## src/rtl/rst_seq01_if.sv

```systemverilog
// ============================================================================
//  Module   : rst_seq01_if
//  Purpose  : Request/configuration/status bundle of the reset sequencer.
//             The master drives the requests and the configuration; the
//             slave (the sequencer) drives the domain resets and the status.
//  Revision : 1.0 - initial release
// ============================================================================
`default_nettype none

interface rst_seq01_if #(
  parameter int NDOM = 4,
  parameter int CNTW = 8
);
  logic            swrst_req;
  logic            wdt_expire;
  logic [CNTW-1:0] stretch_len;
  logic [CNTW-1:0] rel_gap;
  logic [NDOM-1:0] orst_;
  logic            busy;
  logic            swrst_ack;
  logic [1:0]      rst_cause;

  modport master (
    output swrst_req, wdt_expire, stretch_len, rel_gap,
    input  orst_, busy, swrst_ack, rst_cause
  );

  modport slave (
    input  swrst_req, wdt_expire, stretch_len, rel_gap,
    output orst_, busy, swrst_ack, rst_cause
  );
endinterface

`default_nettype wire

```

## src/rtl/rst_seq01.sv

```systemverilog
// ============================================================================
//  Module   : rst_seq01
//  Purpose  : Reset sequencer. Holds all domain resets low for a stretch
//             phase, then releases the active-low domain resets one at a
//             time, in index order, separated by a programmable gap.
//             Sequences start at power-on (rst), on a software request or on
//             a watchdog expiry; the watchdog outranks software.
//  Options  : RSTSEQ_CAUSE_EN - when defined, a rst_cause register records
//             the origin of the last sequence; otherwise rst_cause reads 00
//             and a single pending bit tracks software sequences for the ack.
//  Revision : 1.0 - initial release
// ============================================================================
`default_nettype none

module rst_seq01 #(
  parameter int NDOM = 4,
  parameter int CNTW = 8
) (
  input  wire logic      clk,
  input  wire logic      rst,
  rst_seq01_if.slave     bus
);

  localparam int IW = (NDOM > 1) ? $clog2(NDOM) : 1;

  localparam logic [1:0]    c_ST_IDLE    = 2'd0;
  localparam logic [1:0]    c_ST_ASSERT  = 2'd1;
  localparam logic [1:0]    c_ST_RELEASE = 2'd2;
  localparam logic [1:0]    c_CAUSE_POR  = 2'b00;
  localparam logic [IW-1:0] c_IDX_LAST   = IW'(NDOM - 1);

  logic [1:0]      r_state;
  logic [CNTW-1:0] r_cnt;
  logic [IW-1:0]   r_idx;
  logic [NDOM-1:0] r_orst;
  logic [CNTW-1:0] r_stretch;
  logic [CNTW-1:0] r_gap;
  logic            r_ack;
  logic            w_req;
  logic            w_sw_seq;

  assign w_req = bus.swrst_req | bus.wdt_expire;

  // Sequencer FSM: any request (re)enters ASSERT, otherwise step the phases.
  // The counter only counts up to the latched limit, so it never wraps even
  // when the limit is the all-ones value.
  always_ff @(posedge clk) begin
    if (rst) begin
      r_state   <= c_ST_ASSERT;
      r_cnt     <= '0;
      r_idx     <= '0;
      r_orst    <= '0;
      r_ack     <= 1'b0;
      r_stretch <= bus.stretch_len;
      r_gap     <= bus.rel_gap;
    end else begin
      r_ack <= 1'b0;
      if (w_req) begin
        r_state   <= c_ST_ASSERT;
        r_cnt     <= '0;
        r_idx     <= '0;
        r_orst    <= '0;
        r_stretch <= bus.stretch_len;
        r_gap     <= bus.rel_gap;
      end else begin
        case (r_state)
          c_ST_IDLE: begin
            r_cnt <= '0;
          end
          c_ST_ASSERT: begin
            if (r_cnt == r_stretch) begin
              r_state <= c_ST_RELEASE;
              r_cnt   <= '0;
              r_idx   <= '0;
            end else begin
              r_cnt <= r_cnt + CNTW'(1);
            end
          end
          c_ST_RELEASE: begin
            if (r_cnt == r_gap) begin
              r_orst[r_idx] <= 1'b1;
              r_cnt         <= '0;
              if (r_idx == c_IDX_LAST) begin
                r_state <= c_ST_IDLE;
                r_idx   <= '0;
                r_ack   <= w_sw_seq;
              end else begin
                r_idx <= r_idx + IW'(1);
              end
            end else begin
              r_cnt <= r_cnt + CNTW'(1);
            end
          end
          default: begin
            r_state <= c_ST_IDLE;
            r_cnt   <= '0;
            r_idx   <= '0;
          end
        endcase
      end
    end
  end

`ifdef RSTSEQ_CAUSE_EN
  localparam logic [1:0] c_CAUSE_SW  = 2'b01;
  localparam logic [1:0] c_CAUSE_WDT = 2'b10;

  logic [1:0] r_cause;

  // Record the origin of each sequence on ASSERT entry; watchdog wins a tie.
  always_ff @(posedge clk) begin
    if (rst) begin
      r_cause <= c_CAUSE_POR;
    end else if (bus.wdt_expire) begin
      r_cause <= c_CAUSE_WDT;
    end else if (bus.swrst_req) begin
      r_cause <= c_CAUSE_SW;
    end
  end

  assign w_sw_seq      = (r_cause == c_CAUSE_SW);
  assign bus.rst_cause = r_cause;
`else
  logic r_sw_pend;

  // Remember whether the running sequence was started by software alone.
  always_ff @(posedge clk) begin
    if (rst) begin
      r_sw_pend <= 1'b0;
    end else if (bus.wdt_expire) begin
      r_sw_pend <= 1'b0;
    end else if (bus.swrst_req) begin
      r_sw_pend <= 1'b1;
    end
  end

  assign w_sw_seq      = r_sw_pend;
  assign bus.rst_cause = c_CAUSE_POR;
`endif

  assign bus.orst_     = r_orst;
  assign bus.busy      = (r_state != c_ST_IDLE);
  assign bus.swrst_ack = r_ack;

endmodule

`default_nettype wire

```

## src/flat_wrapper.sv

```systemverilog
// flat-port wrapper written by rule: the top's interface ports become plain ports
module rst_seq01_flat 
#(
  parameter int NDOM = 4,
  parameter int CNTW = 8
)
  (clk, rst, bus_swrst_req, bus_wdt_expire, bus_stretch_len, bus_rel_gap, bus_orst_, bus_busy, bus_swrst_ack, bus_rst_cause);
  rst_seq01_if #(.NDOM(NDOM), .CNTW(CNTW)) bus_i ();
  input  wire logic clk;
  input  wire logic rst;
  input wire logic [$bits(bus_i.swrst_req)-1:0] bus_swrst_req;
  input wire logic [$bits(bus_i.wdt_expire)-1:0] bus_wdt_expire;
  input wire logic [$bits(bus_i.stretch_len)-1:0] bus_stretch_len;
  input wire logic [$bits(bus_i.rel_gap)-1:0] bus_rel_gap;
  output wire logic [$bits(bus_i.orst_)-1:0] bus_orst_;
  output wire logic [$bits(bus_i.busy)-1:0] bus_busy;
  output wire logic [$bits(bus_i.swrst_ack)-1:0] bus_swrst_ack;
  output wire logic [$bits(bus_i.rst_cause)-1:0] bus_rst_cause;
  assign bus_i.swrst_req = bus_swrst_req;
  assign bus_i.wdt_expire = bus_wdt_expire;
  assign bus_i.stretch_len = bus_stretch_len;
  assign bus_i.rel_gap = bus_rel_gap;
  assign bus_orst_ = bus_i.orst_;
  assign bus_busy = bus_i.busy;
  assign bus_swrst_ack = bus_i.swrst_ack;
  assign bus_rst_cause = bus_i.rst_cause;
  rst_seq01 #(.NDOM(NDOM), .CNTW(CNTW)) u_core (.clk(clk), .rst(rst), .bus(bus_i));
endmodule
```

## config.mk

```make
export PLATFORM = sky130hd
export DESIGN_NAME = rst_seq01_flat
export DESIGN_NICKNAME = d
export VERILOG_FILES = /design/src/rtl/rst_seq01_if.sv /design/src/rtl/rst_seq01.sv /design/src/flat_wrapper.sv
export SDC_FILE = /design/constraint.sdc
export NUM_CORES = 1
export LEC_CHECK = 0
export ABC_AREA = 1
export CORE_AREA = 2 2 63 65
export DETAILED_ROUTE_END_ITERATION = 10
export DIE_AREA = 0 0 65 67
export GPL_ROUTABILITY_DRIVEN = 0
export MAX_ROUTING_LAYER = met4
export PLACE_DENSITY = 0.68
export SYNTH_ARGS = -nofsm -noshare
export SYNTH_HDL_FRONTEND = slang
export SYNTH_SLANG_ARGS = --single-unit
```

## constraint.sdc

```tcl
create_clock -name clk -period 1.7 [get_ports clk]
set_input_delay 0.255 -clock clk [delete_from_list [all_inputs] [get_ports clk]]
set_output_delay 0.255 -clock clk [all_outputs]
set_load 0.005 [all_outputs]
```

* Word level (Yosys, flattened, before mapping)
Index checks and enable logic that the tools add are counted.
** Word-level totals
- Register bits after elaboration :: 34
- Bits in latches :: 0
- Memory bits (writable) :: 0
- ROM bits :: 0
- Bits of input ports :: 20
- Memories kept :: 0
** Operators by class
- $add $sub $neg :: 2
- $mul :: 0
- Div/mod/pow operators :: 0
- Order comparisons :: 2
- Equal/unequal tests :: 8
- Shift-type cells :: 0
- Multiplexer cells :: 17
- Bitwise logic cells :: 6
- Reductions and logical operators :: 10
** Operators by type and width (number)
- 2-to-1 mux 8 bit :: 6
- equality test 8 bit :: 2
- case mux 8 bit (2 select lines) :: 1
- 2-to-1 mux 2 bit :: 6
- case mux 2 bit (3 select lines) :: 2
- adder 8 x 1 -> 8 bit, second input constant :: 1
- inequality test 2 x 1 -> 1 bit, second input constant :: 3
- OR reduction 5 bit :: 1
- equality test 2 bit, second input constant :: 2
- inverter 1 bit :: 4
- OR 4 bit :: 1
- AND reduction 4 bit :: 1
- nonzero test 2 bit :: 2
- OR reduction 2 bit :: 2
- < comparator 2 x 3 -> 1 bit, second input constant :: 1
- AND reduction 3 bit :: 1
- adder 2 x 1 -> 2 bit, second input constant :: 1
- demux 1 bit (select 2 bit) :: 1
- equality test 2 x 1 -> 1 bit, second input constant :: 1
- >= comparator 2 x 1 -> 1 bit, second input constant :: 1
- logical NOT 2 bit :: 1
- AND reduction 2 bit :: 1
- logical AND 1 bit :: 1
- 2-to-1 mux 1 bit :: 1
- OR 1 bit :: 1

* Longest topological paths before layout
- Word-level depth :: 5
- Mapped depth :: 11

* Least setup slack after synthesis
Ideal clock, no wire load.
- Path type :: input port to flip-flop
- Start :: in bus_wdt_expire
- End :: reg u_core.r_gap[0], enable pin
- Setup time :: 0.333 ns
- Arrival time :: 1.093 ns
- Data required time :: 1.367 ns
- Slack :: 0.274 ns
- Stages :: 3
- Path buffers :: 0
- Cell sequence :: or2_2 nor2_2 inv_1
** Between the ends
- Word-level cells in the longest chain between the ends :: 2
** RTL lines
- start: declaration :: RTL line flat_wrapper.sv:12 : input wire logic [$bits(bus_i.wdt_expire)-1:0] bus_wdt_expire;
- OR 1 bit :: RTL line rst_seq01.sv:42 : assign w_req = bus.swrst_req | bus.wdt_expire;
- nonzero test 2 bit (no line)
- end signal: assignment :: RTL line rst_seq01.sv:55 : r_gap <= bus.rel_gap;
- end signal: assignment :: RTL line rst_seq01.sv:64 : r_gap <= bus.rel_gap;
- end: declaration :: RTL line rst_seq01.sv:37 : logic [CNTW-1:0] r_gap;
Every way passes these cells.
A chain may end at the register's enable or synchronous reset.

* Worst setup path after layout
- Start :: reg u_core.r_state[0]
- End :: out bus_busy
** Between the ends
- Word-level cells in the longest chain between the ends :: 1
** RTL lines
- start: declaration :: RTL line rst_seq01.sv:32 : logic [1:0] r_state;
- start signal: assignment :: RTL line rst_seq01.sv:49 : r_state <= c_ST_ASSERT;
- start signal: assignment :: RTL line rst_seq01.sv:59 : r_state <= c_ST_ASSERT;
- start signal: assignment :: RTL line rst_seq01.sv:72 : r_state <= c_ST_RELEASE;
- nonzero test 2 bit :: RTL line rst_seq01.sv:142 : assign bus.busy = (r_state != c_ST_IDLE);
- end: declaration :: RTL line flat_wrapper.sv:16 : output wire logic [$bits(bus_i.busy)-1:0] bus_busy;
Every way passes these cells.

==> impl_results.md <==
- I/O pins: 28
- Area leader, netlist: edfxtp_1
- Clock Latency Late Sink: 0.29 ns
- Seq/Total Area, Yosys: 0.527
- Root Driver: clkbuf_8
- Die Width: 65 um
- PwrDens: 874 nW/um2
- IO Port Bufs: 25
- Top cell type's share of synthesized area: 0.301
- Switch share: 0.203
- Period utilization: 0.888
- Grt ovf: 0
- Leakage: 0.000786 uW
- CTS resizes: 2
- CTS tree: done
- Core area: 3610 um2
- Seq pwr share: 0.518
- Crit path launch type: flip-flop
- Drt total wl: 2.69 mm
- Final ANT Viol Nets: 0
- IR drop worst, VDD: 0.000676 V
- Final hold vios: 0
- Via density per instance: approximately 4.3
- CP endpoint kind: primary output
- Count of cell types in the netlist: 21
- Met2 Use GR: 0.244
- DRT iter0 DRCs: 26
- Clock power share: 0.416
- Crit path kind: reg2out
- Max FO, Critical Path: 3
- # nets final: 233
- Std-Cell Rows: 22
- H-tree depth: 2
- Final setup margin: 0.190 ns
- Average wire per standard cell: 10.6 um
- First-pass GRT wire length: 4.51 mm
- Setup TNS: 0 ns
- Setup slack at placement: 0.144 ns
- Starting Density: 0.442
- Max clock buf depth: 2
- Residual DRC count: 0
- Grt met1 use: 0.159
- Status: complete, no violations
- Max Freq: 662 MHz
- Antenna violations before repair: 0
- Logic pwr share: 0.066
- RSZ-0062 raised after global routing: no
- Vias in the first global route: 1044
- Fraction of layout cells with a size suffix above 1: 0.107
- Hold buffer count at cts: 0
- Flops & latches, synth: 34
- Total die area: 4360 um2
- Area delta synth->final: 26.3%
- Crit path required time: between 1 and 1.5 ns
- Global Route met3 Usage: 0.0574
- Hold slack: 0.453 ns
- CTS clk-pin slew, worst paths: 0.07 ns
- Sw power: 357 uW
- Cell area after synthesis: 1590 um2
- Largest net degree at the start of global routing: 12
- Worst Hold Class: reg2reg
- Vias: ~1100
- Endpoints failing setup: 0
- Design Power: 1760 uW
- Syn Inst Count: 173
- Worst EP arrival: 1.25 ns
- Tmin final: 1.51 ns
- First-pass detailed-route iteration total: 4
- Die H: 67 um
- YS warnings: 0
- Clk sinks: 34
- Final Max Slew Viols: 0
- CTS buffer count: 5
- Post-CTS Setup Bufs: 0
- Internal: between 1000 and 1500 uW
- MaxCap Viol Count: 0
- Gr usage total: 0.150
- Ant diodes: 0
- Worst clock skew: about 0.0088 ns
- Most used routing layer: met2
- Mapped Avg Cell Area: 9.21 um2
- Synth top area cells: edfxtp_1 30%, dfxtp_1 23%, nand2_1 10%
- Hpwl dp: 2.11 mm
==> registers in the layout (all words and copies together), names as in the netlist <==
signal and cells:
u_core.bus.orst_ 4, u_core.bus.swrst_ack 1, u_core.r_cnt 8, u_core.r_gap 8, u_core.r_idx 2, u_core.r_state 2
u_core.r_stretch 8, u_core.r_sw_pend 1
==> synthesized netlist by cell type, drive strengths merged <==
library cell and count:
a21oi 4, nand2 47, nand4 1, xnor2 13, dfxtp 18, nor2 26
edfxtp 16, nand3 5, xor2 3, inv 24, ha 8, conb 1
or2 1, nor3 2, buf 4
==> path summary, 6_finish.rpt <==
check | startpoint | endpoint | slack, ns | depth (start not counted)
max reg2reg | u_core.r_cnt[5] | u_core.bus.orst_[3] | 0.35 | 9
min reg2reg | u_core.r_sw_pend | u_core.bus.swrst_ack | 0.45 | 2
min | u_core.r_sw_pend | u_core.bus.swrst_ack | 0.45 | 2
max | u_core.r_state[0] | bus_busy | 0.19 | 4
==> critical path: stages (launching register included) <==
cell and delay [ns]:
dfxtp_2 0.34, inv_1 0.06, ha_1 0.21, inv_1 0.11
dlygate4sd2_1 0.25
==> area by class of cell <==
cell class                      instances  area (um2)
Inverter                               24        90.1
Tap cell                               48        60.1
Clock buffer                            6        72.6
Multi-Input combinational cell        112         639
Sequential cell                        34         842
Fill cell                             321        1590
Timing Repair Buffer                   28         272
Clock inverter                          2        37.5
==> cell families after synthesis <==
family          count (synthesis)  share of synthesized area
flops                          34                      0.527
fa+ha+maj                       8                     0.0628
other cells                     1                    0.00235
xor+xnor                       16                     0.0879
simple gates                   82                      0.233
buf+inv                        28                     0.0738
compound gates                  4                     0.0126
==> routing by layer <==
metal  part of all wire  wire (um)
met1               0.42       1130
met2               0.50       1340
met3              0.051        137
met4              0.029         78
met5                  0          0
==> per-stage QoR <==
stage / util / cell area (um2) / cells
3_3_place_gp: 0.528 / 1900 / 246
2_1_floorplan: - / 1600 / 174
4_1_cts: 0.558 / 2010 / 254
5_1_grt: 0.558 / 2010 / 254
3_5_place_dp: 0.528 / 1900 / 246
6_report: 0.558 / 2010 / 254
==> power by group through the flow <==
stage | logic [uW] | clock network (uW) | registers (uW)
4_1_cts | 117 | 753 | 912
2_1_floorplan | 61.3 | 0 | 927
6_report | 115 | 732 | 911
3_5_place_dp | 117 | 0 | 930
5_1_grt | 130 | 800 | 915
3_3_place_gp | 113 | 0 | 929
==> cell usage in the layout, fill, tap and decap left out, types with 2 or more instances in the layout <==
cell type,count
conb_1,2
buf_4,3
nand3_1,2
nand2_1,44
a21oi_1,4
xnor2_1,13
ha_1,8
nor2_2,4
nand2_4,2
nor3_1,2
dfxtp_1,17
nor2_1,22
clkdlybuf4s50_1,24
clkbuf_8,5
inv_1,24
edfxtp_1,16
nand3_2,2
xor2_1,3
Power figures use the tool's default switching activity.
